<file path="src/rtl/multicycle_control_pkg.sv">
// Shared definitions for the multicycle MIPS control FSM: opcodes, ALU class, states, mux encodings.
// Latency: n/a (types, constants and pure decode functions only).
// Backpressure: n/a.
package multicycle_control_pkg;

    localparam int OPCODE_W = 6;

    // Instruction opcodes (IR[31:26])
    localparam logic [OPCODE_W-1:0] OP_RTYPE = 6'b000000;
    localparam logic [OPCODE_W-1:0] OP_LW    = 6'b100011;
    localparam logic [OPCODE_W-1:0] OP_SW    = 6'b101011;
    localparam logic [OPCODE_W-1:0] OP_BEQ   = 6'b000100;
    localparam logic [OPCODE_W-1:0] OP_J     = 6'b000010;
    localparam logic [OPCODE_W-1:0] OP_ADDI  = 6'b001000;
    localparam logic [OPCODE_W-1:0] OP_ANDI  = 6'b001100;
    localparam logic [OPCODE_W-1:0] OP_ORI   = 6'b001101;
    localparam logic [OPCODE_W-1:0] OP_XORI  = 6'b001110;

    // ALU operation class handed to the ALU control decoder
    localparam logic [1:0] ALUOP_ADD   = 2'b00;
    localparam logic [1:0] ALUOP_SUB   = 2'b01;
    localparam logic [1:0] ALUOP_FUNCT = 2'b10;
    localparam logic [1:0] ALUOP_IMM   = 2'b11;

    // ALU B operand select
    localparam logic [1:0] SRCB_REG    = 2'b00;
    localparam logic [1:0] SRCB_FOUR   = 2'b01;
    localparam logic [1:0] SRCB_IMM    = 2'b10;
    localparam logic [1:0] SRCB_IMM_SH = 2'b11;

    // PC source select
    localparam logic [1:0] PCSRC_ALU    = 2'b00;
    localparam logic [1:0] PCSRC_ALUOUT = 2'b01;
    localparam logic [1:0] PCSRC_JUMP   = 2'b10;

    // Control states; encodings 12-15 are never entered
    typedef enum logic [3:0] {
        ST_FETCH     = 4'd0,
        ST_DECODE    = 4'd1,
        ST_MEM_ADDR  = 4'd2,
        ST_MEM_READ  = 4'd3,
        ST_MEM_WB    = 4'd4,
        ST_MEM_WRITE = 4'd5,
        ST_R_EXEC    = 4'd6,
        ST_R_WB      = 4'd7,
        ST_BRANCH    = 4'd8,
        ST_JUMP      = 4'd9,
        ST_I_EXEC    = 4'd10,
        ST_I_WB      = 4'd11
    } state_t;

    // Immediate ALU instructions handled by I_EXEC/I_WB
    function automatic logic isImmOp(input logic [OPCODE_W-1:0] op);
        return (op == OP_ADDI) || (op == OP_ANDI) || (op == OP_ORI) || (op == OP_XORI);
    endfunction

    // Logical immediates take a zero-extended operand; addi sign-extends
    function automatic logic isZeroExtOp(input logic [OPCODE_W-1:0] op);
        return (op == OP_ANDI) || (op == OP_ORI) || (op == OP_XORI);
    endfunction

    function automatic logic isLegalOp(input logic [OPCODE_W-1:0] op);
        return (op == OP_RTYPE) || (op == OP_LW) || (op == OP_SW) ||
               (op == OP_BEQ) || (op == OP_J) || isImmOp(op);
    endfunction

endpackage

</file>
<file path="src/rtl/multicycle_control_next_state.sv">
// mc_next_state: combinational next-state function of the multicycle control FSM.
// Latency: zero (pure combinational).
// Backpressure: memory states hold while memReady is low.
//
// Ports:
//   curState  - present FSM state
//   opcode    - IR[31:26], valid from DECODE onward
//   memReady  - memory access completes this cycle (already forced high when wait states are off)
//   nextState - state to load on the next clock edge
module mc_next_state
    import multicycle_control_pkg::*;
(
    input  state_t                curState,
    input  logic [OPCODE_W-1:0]   opcode,
    input  logic                  memReady,
    output state_t                nextState
);

    always_comb begin
        nextState = ST_FETCH;
        case (curState)
            ST_FETCH: begin
                nextState = memReady ? ST_DECODE : ST_FETCH;
            end
            ST_DECODE: begin
                if ((opcode == OP_LW) || (opcode == OP_SW)) begin
                    nextState = ST_MEM_ADDR;
                end else if (opcode == OP_RTYPE) begin
                    nextState = ST_R_EXEC;
                end else if (opcode == OP_BEQ) begin
                    nextState = ST_BRANCH;
                end else if (opcode == OP_J) begin
                    nextState = ST_JUMP;
                end else if (isImmOp(opcode)) begin
                    nextState = ST_I_EXEC;
                end else begin
                    // undecodable opcode: abandon the instruction and refetch
                    nextState = ST_FETCH;
                end
            end
            ST_MEM_ADDR: begin
                // only lw/sw reach this state; anything but lw is treated as a store
                nextState = (opcode == OP_LW) ? ST_MEM_READ : ST_MEM_WRITE;
            end
            ST_MEM_READ: begin
                nextState = memReady ? ST_MEM_WB : ST_MEM_READ;
            end
            ST_MEM_WB: begin
                nextState = ST_FETCH;
            end
            ST_MEM_WRITE: begin
                nextState = memReady ? ST_FETCH : ST_MEM_WRITE;
            end
            ST_R_EXEC: begin
                nextState = ST_R_WB;
            end
            ST_R_WB: begin
                nextState = ST_FETCH;
            end
            ST_BRANCH: begin
                nextState = ST_FETCH;
            end
            ST_JUMP: begin
                nextState = ST_FETCH;
            end
            ST_I_EXEC: begin
                nextState = ST_I_WB;
            end
            ST_I_WB: begin
                nextState = ST_FETCH;
            end
            default: begin
                nextState = ST_FETCH;
            end
        endcase
    end

endmodule

</file>
<file path="src/rtl/multicycle_control.sv">
// Main control FSM of the multicycle MIPS datapath: sequences fetch/decode/execute/mem/writeback.
// Latency: lw 5, sw/R/imm 4, beq/j 3, illegal 2 cycles, plus one cycle per memory wait state.
// Backpressure: FETCH/MEM_READ/MEM_WRITE hold with strobes asserted until in_mem_ready (if MEM_WAIT).
//
// Ports:
//   clk, rst (async, active-high)       in_opcode, in_zero, in_mem_ready - datapath/memory status
//   out_pc_write, out_iord, out_mem_read, out_mem_write, out_ir_write    - PC / memory / IR control
//   out_mem_to_reg, out_reg_dst, out_reg_write                           - register file writeback
//   out_alu_src_a, out_alu_src_b, out_alu_op, out_zero_ext               - ALU operand/op control
//   out_pc_source, out_illegal, out_state                                - PC mux, illegal pulse, debug
module multicycle_control
    import multicycle_control_pkg::*;
#(
    parameter int OPW      = 6,
    parameter int MEM_WAIT = 1
) (
    input  logic           clk,
    input  logic           rst,
    input  logic [OPW-1:0] in_opcode,
    input  logic           in_zero,
    input  logic           in_mem_ready,
    output logic           out_pc_write,
    output logic           out_iord,
    output logic           out_mem_read,
    output logic           out_mem_write,
    output logic           out_ir_write,
    output logic           out_mem_to_reg,
    output logic           out_reg_dst,
    output logic           out_reg_write,
    output logic           out_alu_src_a,
    output logic [1:0]     out_alu_src_b,
    output logic [1:0]     out_alu_op,
    output logic           out_zero_ext,
    output logic [1:0]     out_pc_source,
    output logic           out_illegal,
    output logic [3:0]     out_state
);

    state_t state;
    state_t nextState;
    logic   memReady;

    // With single-cycle memory every access completes immediately
    assign memReady = (MEM_WAIT != 0) ? in_mem_ready : 1'b1;

    mc_next_state uNextState (
        .curState  (state),
        .opcode    (in_opcode),
        .memReady  (memReady),
        .nextState (nextState)
    );

    always_ff @(posedge clk or posedge rst) begin
        if (rst) begin
            state <= ST_FETCH;
        end else begin
            state <= nextState;
        end
    end

    // Moore decode, before reset gating
    logic       pcWriteUncond;
    logic       iord;
    logic       memRead;
    logic       memWrite;
    logic       irWrite;
    logic       memToReg;
    logic       regDst;
    logic       regWrite;
    logic       aluSrcA;
    logic [1:0] aluSrcB;
    logic [1:0] aluOp;
    logic       zeroExt;
    logic [1:0] pcSource;
    logic       illegal;

    always_comb begin
        pcWriteUncond = 1'b0;
        iord          = 1'b0;
        memRead       = 1'b0;
        memWrite      = 1'b0;
        irWrite       = 1'b0;
        memToReg      = 1'b0;
        regDst        = 1'b0;
        regWrite      = 1'b0;
        aluSrcA       = 1'b0;
        aluSrcB       = SRCB_REG;
        aluOp         = ALUOP_ADD;
        zeroExt       = 1'b0;
        pcSource      = PCSRC_ALU;
        illegal       = 1'b0;
        case (state)
            ST_FETCH: begin
                // PC+4 computed every cycle but only committed with the IR on the completing cycle
                memRead       = 1'b1;
                aluSrcB       = SRCB_FOUR;
                irWrite       = memReady;
                pcWriteUncond = memReady;
            end
            ST_DECODE: begin
                // speculative branch target PC + (imm<<2) lands in ALUOut
                aluSrcB = SRCB_IMM_SH;
                illegal = ~isLegalOp(in_opcode);
            end
            ST_MEM_ADDR: begin
                aluSrcA = 1'b1;
                aluSrcB = SRCB_IMM;
            end
            ST_MEM_READ: begin
                memRead = 1'b1;
                iord    = 1'b1;
            end
            ST_MEM_WB: begin
                regWrite = 1'b1;
                memToReg = 1'b1;
            end
            ST_MEM_WRITE: begin
                memWrite = 1'b1;
                iord     = 1'b1;
            end
            ST_R_EXEC: begin
                aluSrcA = 1'b1;
                aluOp   = ALUOP_FUNCT;
            end
            ST_R_WB: begin
                regWrite = 1'b1;
                regDst   = 1'b1;
            end
            ST_BRANCH: begin
                // PC write comes from the zero-flag term below
                aluSrcA  = 1'b1;
                aluOp    = ALUOP_SUB;
                pcSource = PCSRC_ALUOUT;
            end
            ST_JUMP: begin
                pcSource      = PCSRC_JUMP;
                pcWriteUncond = 1'b1;
            end
            ST_I_EXEC: begin
                aluSrcA = 1'b1;
                aluSrcB = SRCB_IMM;
                aluOp   = ALUOP_IMM;
                zeroExt = isZeroExtOp(in_opcode);
            end
            ST_I_WB: begin
                regWrite = 1'b1;
            end
            default: begin
            end
        endcase
    end

    // Outputs are forced inactive while reset is held, independent of the state register
    assign out_pc_write   = ~rst & (pcWriteUncond | ((state == ST_BRANCH) & in_zero));
    assign out_iord       = ~rst & iord;
    assign out_mem_read   = ~rst & memRead;
    assign out_mem_write  = ~rst & memWrite;
    assign out_ir_write   = ~rst & irWrite;
    assign out_mem_to_reg = ~rst & memToReg;
    assign out_reg_dst    = ~rst & regDst;
    assign out_reg_write  = ~rst & regWrite;
    assign out_alu_src_a  = ~rst & aluSrcA;
    assign out_alu_src_b  = rst ? 2'b00 : aluSrcB;
    assign out_alu_op     = rst ? 2'b00 : aluOp;
    assign out_zero_ext   = ~rst & zeroExt;
    assign out_pc_source  = rst ? 2'b00 : pcSource;
    assign out_illegal    = ~rst & illegal;
    assign out_state      = rst ? 4'd0 : state;

endmodule

</file>
<file path="config.mk">
export PLATFORM = sky130hd
export DESIGN_NAME = multicycle_control
export DESIGN_NICKNAME = d
export VERILOG_FILES = /design/src/rtl/multicycle_control_pkg.sv /design/src/rtl/multicycle_control_next_state.sv /design/src/rtl/multicycle_control.sv
export SDC_FILE = /design/constraint.sdc
export NUM_CORES = 1
export LEC_CHECK = 0
export ABC_CLOCK_PERIOD_IN_PS = 2350
export CAP_MARGIN = 20
export CORE_MARGIN = 2
export CORE_UTILIZATION = 40
export DETAILED_ROUTE_END_ITERATION = 8
export GPL_TIMING_DRIVEN = 0
export PLACE_DENSITY = 0.81
export SYNTH_ARGS = -nofsm -noshare
export SYNTH_HDL_FRONTEND = slang
export SYNTH_HIERARCHICAL = 1
export SYNTH_SLANG_ARGS = --single-unit
export TNS_END_PERCENT = 30
</file>
<file path="constraint.sdc">
create_clock -name clk -period 2.35 [get_ports clk]
set_clock_uncertainty 0.15 [all_clocks]
set_input_delay 0.3525 -clock clk [delete_from_list [all_inputs] [get_ports clk]]
set_output_delay 0.3525 -clock clk [all_outputs]
set_load 0.02 [all_outputs]
</file>
Yosys cells after proc, flatten, opt, wreduce, memory -nomap -nowiden

Index checks and enable logic that the tools add are counted.

Register bits after elaboration: 4
Input port bits: 10
Output and inout port bits: 21

Equal/unequal tests: 19
Mux-type cells: 28
Bitwise logic cells: 15
Reductions and logical operators: 18

Operator list:

| operator                                             | count |
|---|---|
| case mux 4 bit (7 select lines)                      | 1 |
| equality test 6 x 4 -> 1 bit (second input constant) | 4 |
| 2-to-1 mux 4 bit                                     | 6 |
| equality test 4 x 3 -> 1 bit (second input constant) | 4 |
| equality test 4 bit (second input constant)          | 4 |
| bitwise AND 1 bit                                    | 12 |
| equality test 6 bit (second input constant)          | 2 |
| case mux 2 bit (3 select lines)                      | 2 |
| logical OR 1 bit                                     | 11 |
| 2-to-1 mux 1 bit                                     | 11 |
| 2-to-1 mux 3 bit                                     | 3 |
| equality test 4 x 2 -> 1 bit (second input constant) | 2 |
| equality test 6 x 2 -> 1 bit (second input constant) | 1 |
| equality test 6 x 3 -> 1 bit (second input constant) | 1 |
| logical NOT 6 bit                                    | 1 |
| 2-to-1 mux 2 bit                                     | 3 |
| OR reduction 2 bit                                   | 3 |
| equality test 4 x 1 -> 1 bit (second input constant) | 1 |
| logical NOT 4 bit                                    | 1 |
| case mux 2 bit (2 select lines)                      | 1 |
| OR reduction 4 bit                                   | 1 |
| OR reduction 3 bit                                   | 1 |
| NOT 1 bit                                            | 2 |
| case mux 1 bit (2 select lines)                      | 1 |
| bitwise OR 1 bit                                     | 1 |

Longest topological paths before layout

Gate-level depths: netlist of run 1.

Depth after elaboration: 10
Mapped depth: 5
Mapped depth without buffers: 4

Hierarchy

The synthesis of run 1 kept the hierarchy.

By module, submodules not included:

| module             | times used | cells an instance | area each (µm²) | sequential area each (µm²) |
|---|---|---|---|---|
| multicycle_control | 1          | 57                | 435.4           | 100.1 |
| mc_next_state      | 1          | 34                | 224.0           | 0.0 |

Worst setup path before layout of run 1

Ideal clock, no wire load.

Path type: reg-to-output
Start: register state[3]
End: output out_alu_src_a
Data arrival time: 1.448 ns
Path slack: 0.399 ns
Cell stages (with the launch flop): 5
Buffers on the path: 1
Path through: dfrtp_1 > buf_4 > inv_2 > mux2_2 > nor3_1

Cells in the longest elaborated chain, start to end: 4
Elaborated cells between the ends (all ways): 7
Classes of those cells: eq/ne: 4; mux: 1; bitwise: 1; reduce/logical: 1

Ends and longest elaborated chain:

| what                                        | line                      | text |
|---|---|---|
| start, declared                             | multicycle_control.sv:39  | `state_t state;` |
| start signal, assigned                      | multicycle_control.sv:57  | `state <= nextState;` |
| equality test 4 bit (tied with other cells) | multicycle_control.sv:92  | `case (state)` |
| OR reduction 4 bit (no line) *              | -                         |  |
| 2-to-1 mux 1 bit *                          | multicycle_control.sv:92  |  |
| bitwise AND 1 bit *                         | multicycle_control.sv:162 | `assign out_alu_src_a = ~rst & aluSrcA;` |
| end, declared                               | multicycle_control.sv:30  | `output logic out_alu_src_a,` |

Every way passes the cells marked *; elsewhere a longest branch is shown, timed or not.

Worst setup path after layout of run 1

Start: input rst
End: output out_illegal

Cells in the longest elaborated chain, start to end: 2

Ends and longest elaborated chain:

| what              | line                      | text |
|---|---|---|
| start, declared   | multicycle_control.sv:18  | `input logic rst,` |
| NOT 1 bit         | multicycle_control.sv:167 | `assign out_illegal = ~rst & illegal;` |
| bitwise AND 1 bit | multicycle_control.sv:167 |  |
| end, declared     | multicycle_control.sv:35  | `output logic out_illegal,` |

Every way passes these cells.

==> qor.yml, run 1 <==
drive_above_1_share_pct: 19.35
routed-wl-met3_um: 157
grt_max_degree: 14
switching_power_mw: 0.2353
vias: 832
vdd.ir_drop.worst_v: 0.0004577
wl_met1_um: 829
reg2regPathDepth: 4
postCtsHoldBufs: 0
clkPwrFrac_pct: 17.0
drcViolationCount: 0
antenna_found_initial: 0
rsz0062_at_grt: "yes"
yosys_warnings: 6
grt_pass1_wl_um: 3291
cts_buffers: 3
die-width_um: 44.60
cts-root-buf: "clkbuf_4"
post_cts_buffers: 0
synth_cells: 91
crit_type: "in2out"
largest_reg_flops: 4
finalCriticalPeriod_ps: 2315
wirelength_um: 1968
arrival_ps: 1810
first_iter_violations: 17
overflow: 0
top_layer: "met4"
share_seq_of_total_power_pct: 21.8
max-clock-path-buffers: 2
io_buffers: 30
timing.fmax_ghz: 0.4320
powerDensity_nw_per_um2: 517.8
p_leak_nw: 0.4868
synth_edf_count: 0
start_util_pct: 43.27
setup_tns_ps: 0
ys_ff_latch: 4
setup_viol: 0
drv_cap: 0
track_usage_pct: 22.06
nFillCells: 142
worstSetupEndpointType: "output port"
p_total_mw: 0.5176
swShare_pct: 45.46
row_count: 14
path_clk_slew_ps: 40
largestRegisters: "state x4"
syn2layout_area_growth_pct: 51.61
holdCritPathClass: "in2async"
cp_data_required_time_ps: 1850
grt_pass1_vias: 781
die_area_um2: 1989
regMostFlops: "state"
slew_violations: 0
tightest_slew_ps: 307.5
dieHeight_um: 44.60
dp_hpwl_um: 1463
routed-wl-met2_um: 953
cts_tree: "built"
hold_viol_final: 0
status: "complete, no violations"
p_comb_share_pct: 61.2
synth_cell_types: 47
period_share_pct: 98.49
antenna_cells: 0
yosys.area.top_type_share_pct: 15.18
ys_async_sr_fraction_pct: 100.0
num_io_pins: 31
synth_area_um2: 659.4
cp_max_fo: 5
wire_per_inst_um: 14.06
coreArea_um2: 1524
cp-start-kind: "input port"
dr.pass1.iters: 4
vias_per_cell: 5.943
clk_latency_ps: 240
yosys.area.top_type: "dfrtp_1"
clock-sinks: 4
layout.nets: 136
ys.flop_type: "dfrtp_1"
gp_congestion: 0.8829
htreeDepth: 1
timing.slew.headroom_pct: 79.23
synth-seq-area-share_pct: 15.18
avgSynthCellArea_um2: 7.246
ant_nets: 0
yosys-top-cells-area: "dfrtp_1 15%, nor3_1 6.1%, nor2_1 5.1%"
p_int_mw: 0.2823
syn-num-nets: 101
==> path summary, 6_finish.rpt <==
kind / start / endpoint / slack (ps)
max: rst / out_illegal / 40
min reg2reg: state[3] / state[2] / 420
max in group asynchronous: rst / state[3] / 1520
max reg2reg: state[1] / state[2] / 360
min in group clk: in_opcode[5] / state[0] / 400
min: rst / state[1] / 370
==> placed cells by master, fill, tap and decap left out, drive strengths merged, types with 2 or more instances in the layout <==
master,instances
nor2b,3
or4,3
dfrtp,4
nor2,10
mux2,2
xor2,2
a21oi,3
nand2b,4
nand2,7
dlygate4sd2,14
inv,4
o22ai,2
buf,5
clkdlybuf4s50,8
nor4,3
xnor2,2
or3,2
o21ai,6
nor3,9
dlymetal6s2s,5
clkbuf,4
==> synthesized netlist by cell type (2+ instances only) <==
cell      n
o21ai_0   5
a21oi_1   3
nand2b_1  4
buf_2     3
nor3_1    8
xnor2_1   2
inv_2     3
nor2b_1   2
xor2_1    2
nand2_1   7
dfrtp_1   4
or4_1     2
o22ai_1   2
nor2_1    9
nor4_1    3
==> layer usage <==
layer	GRT usage [%]	vias to the layer above
met5	0	-
met4	10.91	0
met3	5.306	4
met2	37.68	41
met1	25.31	376
li1	-	411
==> final cells by class <==
cell class | instances | area, µm² | share of cell area, %
multi-input combinational | 79 | 521.8 | 52.19
timing repair buffer | 30 | 285.3 | 28.54
sequential | 4 | 105.1 | 10.51
buffer | 4 | 30.03 | 3.004
clock buffer | 3 | 22.52 | 2.253
tap | 16 | 20.02 | 2.003
inverter | 4 | 15.01 | 1.502
==> metrics by stage <==
stage	area [µm²]	setup slack, ps	hold slack [ps]	util, %	instances
CTS	996.0	14.75	347.3	65.35	140
global placement	979.7	-245.9	468.6	64.29	137
global route	999.7	-33.47	396.4	65.60	140
finish	999.7	35.40	371.6	65.60	140
floorplan	659.4	399.3	138.5	-	91
detailed placement	979.7	-297.9	473.7	64.29	137
==> kinds of logic (layout without fill, tap and decap cells) <==
kind of cell | Yosys count | count (layout) | synth area share, %
and+or+nand+nor | 51 | 51 | 47.25
AOI/OAI and AO/OA | 22 | 22 | 23.15
buffers and inverters | 8 | 41 | 5.692
xor gates and xnor gates | 4 | 4 | 5.314
DFF | 4 | 4 | 15.18
muxes | 2 | 2 | 3.415
==> timing repair <==
action	4_1_cts	5_1_grt
endpoints found under the setup margin	18	7
resized for setup	27	10
gates cloned	0	0
==> worst max-delay path, cell delays in order <==
cell and delay, ps:
clkdlybuf4s50_1 440, or3_4 420, nor2_4 100, o2111a_1 180, dlygate4sd2_1 320
==> power by group through the flow <==
| stage | registers [mW] | clock network [mW] | logic [mW] |
|---|---|---|---|
| 4_1_cts | 0.112 | 0.0933 | 0.319 |
| 3_5_place_dp | 0.110 | 0 | 0.332 |
| 2_1_floorplan | 0.103 | 0 | 0.214 |
| 5_1_grt | 0.117 | 0.0970 | 0.346 |
| 6_report | 0.113 | 0.0881 | 0.317 |
| 3_3_place_gp | 0.109 | 0 | 0.321 |
No activity file was read; power rests on OpenSTA's default activity.
==> run 2: changes to the inputs <==
CORE_ASPECT_RATIO = 0.8   (was unset)
==> qor.yml, run 2 (synthesis results as in run 1) <==
status: "complete, no violations"
path_clk_slew_ps: 40
start_util_pct: 41.37
dpl-instance-area_um2: 987.2
post_cts_buffers: 0
cts_buffers: 3
syn2layout_area_growth_pct: 50.47
antenna_found_initial: 0
die_area_um2: 1991
hold_viol_final: 0
layout_setup_ws_ps: 47.22
grt_pass1_wl_um: 2753
grt_pass1_vias: 619
num_io_pins: 31
postCtsHoldBufs: 0
tightest_slew_ps: 349.9
regMostFlops: "state"
largest_reg_flops: 4
wirelength_um: 1824
dieHeight_um: 40.32
cpPeakStageDelay_ps: 450
cp.buffers_inverters: 3
overflow: 0
drv_cap: 0
largestRegisters: "state x4"
dr.pass1.iters: 4
die-width_um: 49.40
clk_latency_ps: 250
p_total_mw: 0.5129
final_common_cell: "dlygate4sd2_1"
drive_above_1_share_pct: 18.55
layout.nets: 136
nFillCells: 166
drcViolationCount: 0
period_share_pct: 97.99
arrival_ps: 1800
finalCriticalPeriod_ps: 2303
vias: 800
htreeDepth: 1
gp_congestion: 0.6955
setup_viol: 0
hold-worst-slack_ps: 341.4
cts-root-buf: "clkbuf_4"
vdd.ir_drop.worst_v: 0.0002670
dp_hpwl_um: 1398
crit_type: "reg2out"
cp-start-kind: "register"
row_count: 13
cp_data_required_time_ps: 1850
p_leak_nw: 0.4365
cts_tree: "built"
max-clock-path-buffers: 2
vias_per_cell: 5.479
track_usage_pct: 18.36
final_cell_mix: "18 x dlygate4sd2_1, 10 x clkdlybuf4s50_1, 9 x nor2_1"
pre_cts_slack_ps: -244.9
ant_nets: 0
timing.fmax_ghz: 0.4343
critPathSlowestCell: "dfrtp_2"
grt_max_degree: 14
finalInstanceArea_um2: 992.2
antenna_cells: 0
cp_max_fo: 10
clock-sinks: 4
powerDensity_nw_per_um2: 516.9
holdCritPathClass: "in2async"
first_iter_violations: 18
rsz0062_at_grt: "yes"
crit_path_cell_trace: "buf_4 -> inv_2 -> mux2_2 -> nor3_1 -> dlygate4sd2_1"
coreArea_um2: 1594
timing.slew.headroom_pct: 76.37
io_buffers: 30
slew_violations: 0
critPathTopFamily: "buffers and inverters"
worstSetupEndpointType: "output port"
wire_per_inst_um: 12.49
==> run 2: changes by cell type in the layout (fill, tap and decap cells not counted) <==
| cell | change |
|---|---|
| dlymetal6s2s_1 | -5 |
| dlygate4sd2_1 | +4 |
| clkdlybuf4s50_1 | +2 |
| buf_4 | -1 |
==> run 2: worst min-delay path, cell delays in order <==
cell and delay (ps):
clkdlybuf4s50_1 420, buf_4 180, inv_2 120
==> run 2: power by group <==
group	internal, mW	switching, mW	leakage [nW]	total (mW)
Sequential	0.0827	0.0306	0.0478	0.113
Combinational	0.139	0.171	0.375	0.310
Clock	0.0574	0.0322	0.0138	0.0896
==> run 2: worst paths after layout <==
kind	startpoint	end	slack [ps]	cells past startpoint
worst max-delay path	state[3]	out_alu_src_a	50	5
worst max register to register	state[1]	state[2]	410	4
worst min-delay path	rst	state[3]	340	3
max in group asynchronous	rst	state[2]	1550	3
worst min register to register	state[3]	state[2]	430	1
min in group clk	state[3]	state[2]	430	1
==> run 2: layer usage <==
layer  GRT usage [%]  wire length [µm]  vias to the layer above
li1                -                 -                      413
met1           23.57               841                      359
met2           31.76               870                       26
met3           2.612                87                        2
met4           8.333                24                        0
met5               0                 0                        -
==> run 2: per-stage QoR <==
stage,std cells,TNS (ps),util [%]
floorplan,91,0,-
global placement,143,-1454,61.93
detailed placement,143,-1669,61.93
CTS,146,0,62.40
global route,146,-1.908,62.24
finish,146,0,62.24
==> run 2: repair_timing <==
action                                 4_1_cts  5_1_grt
setup endpoints to repair                   18        3
gates resized for setup                     26        3
pin swaps                                    0        0
endpoints found under the hold margin        0        0
==> run 2: layout make-up <==
type	instances	area (µm²)	share of cell area (%)
timing repair buffer	30	272.8	27.49
multi-input combinational	79	521.8	52.59
tap	22	27.53	2.774
inverter	4	15.01	1.513
clock buffer	3	22.52	2.270
buffer	4	27.53	2.774
sequential	4	105.1	10.59
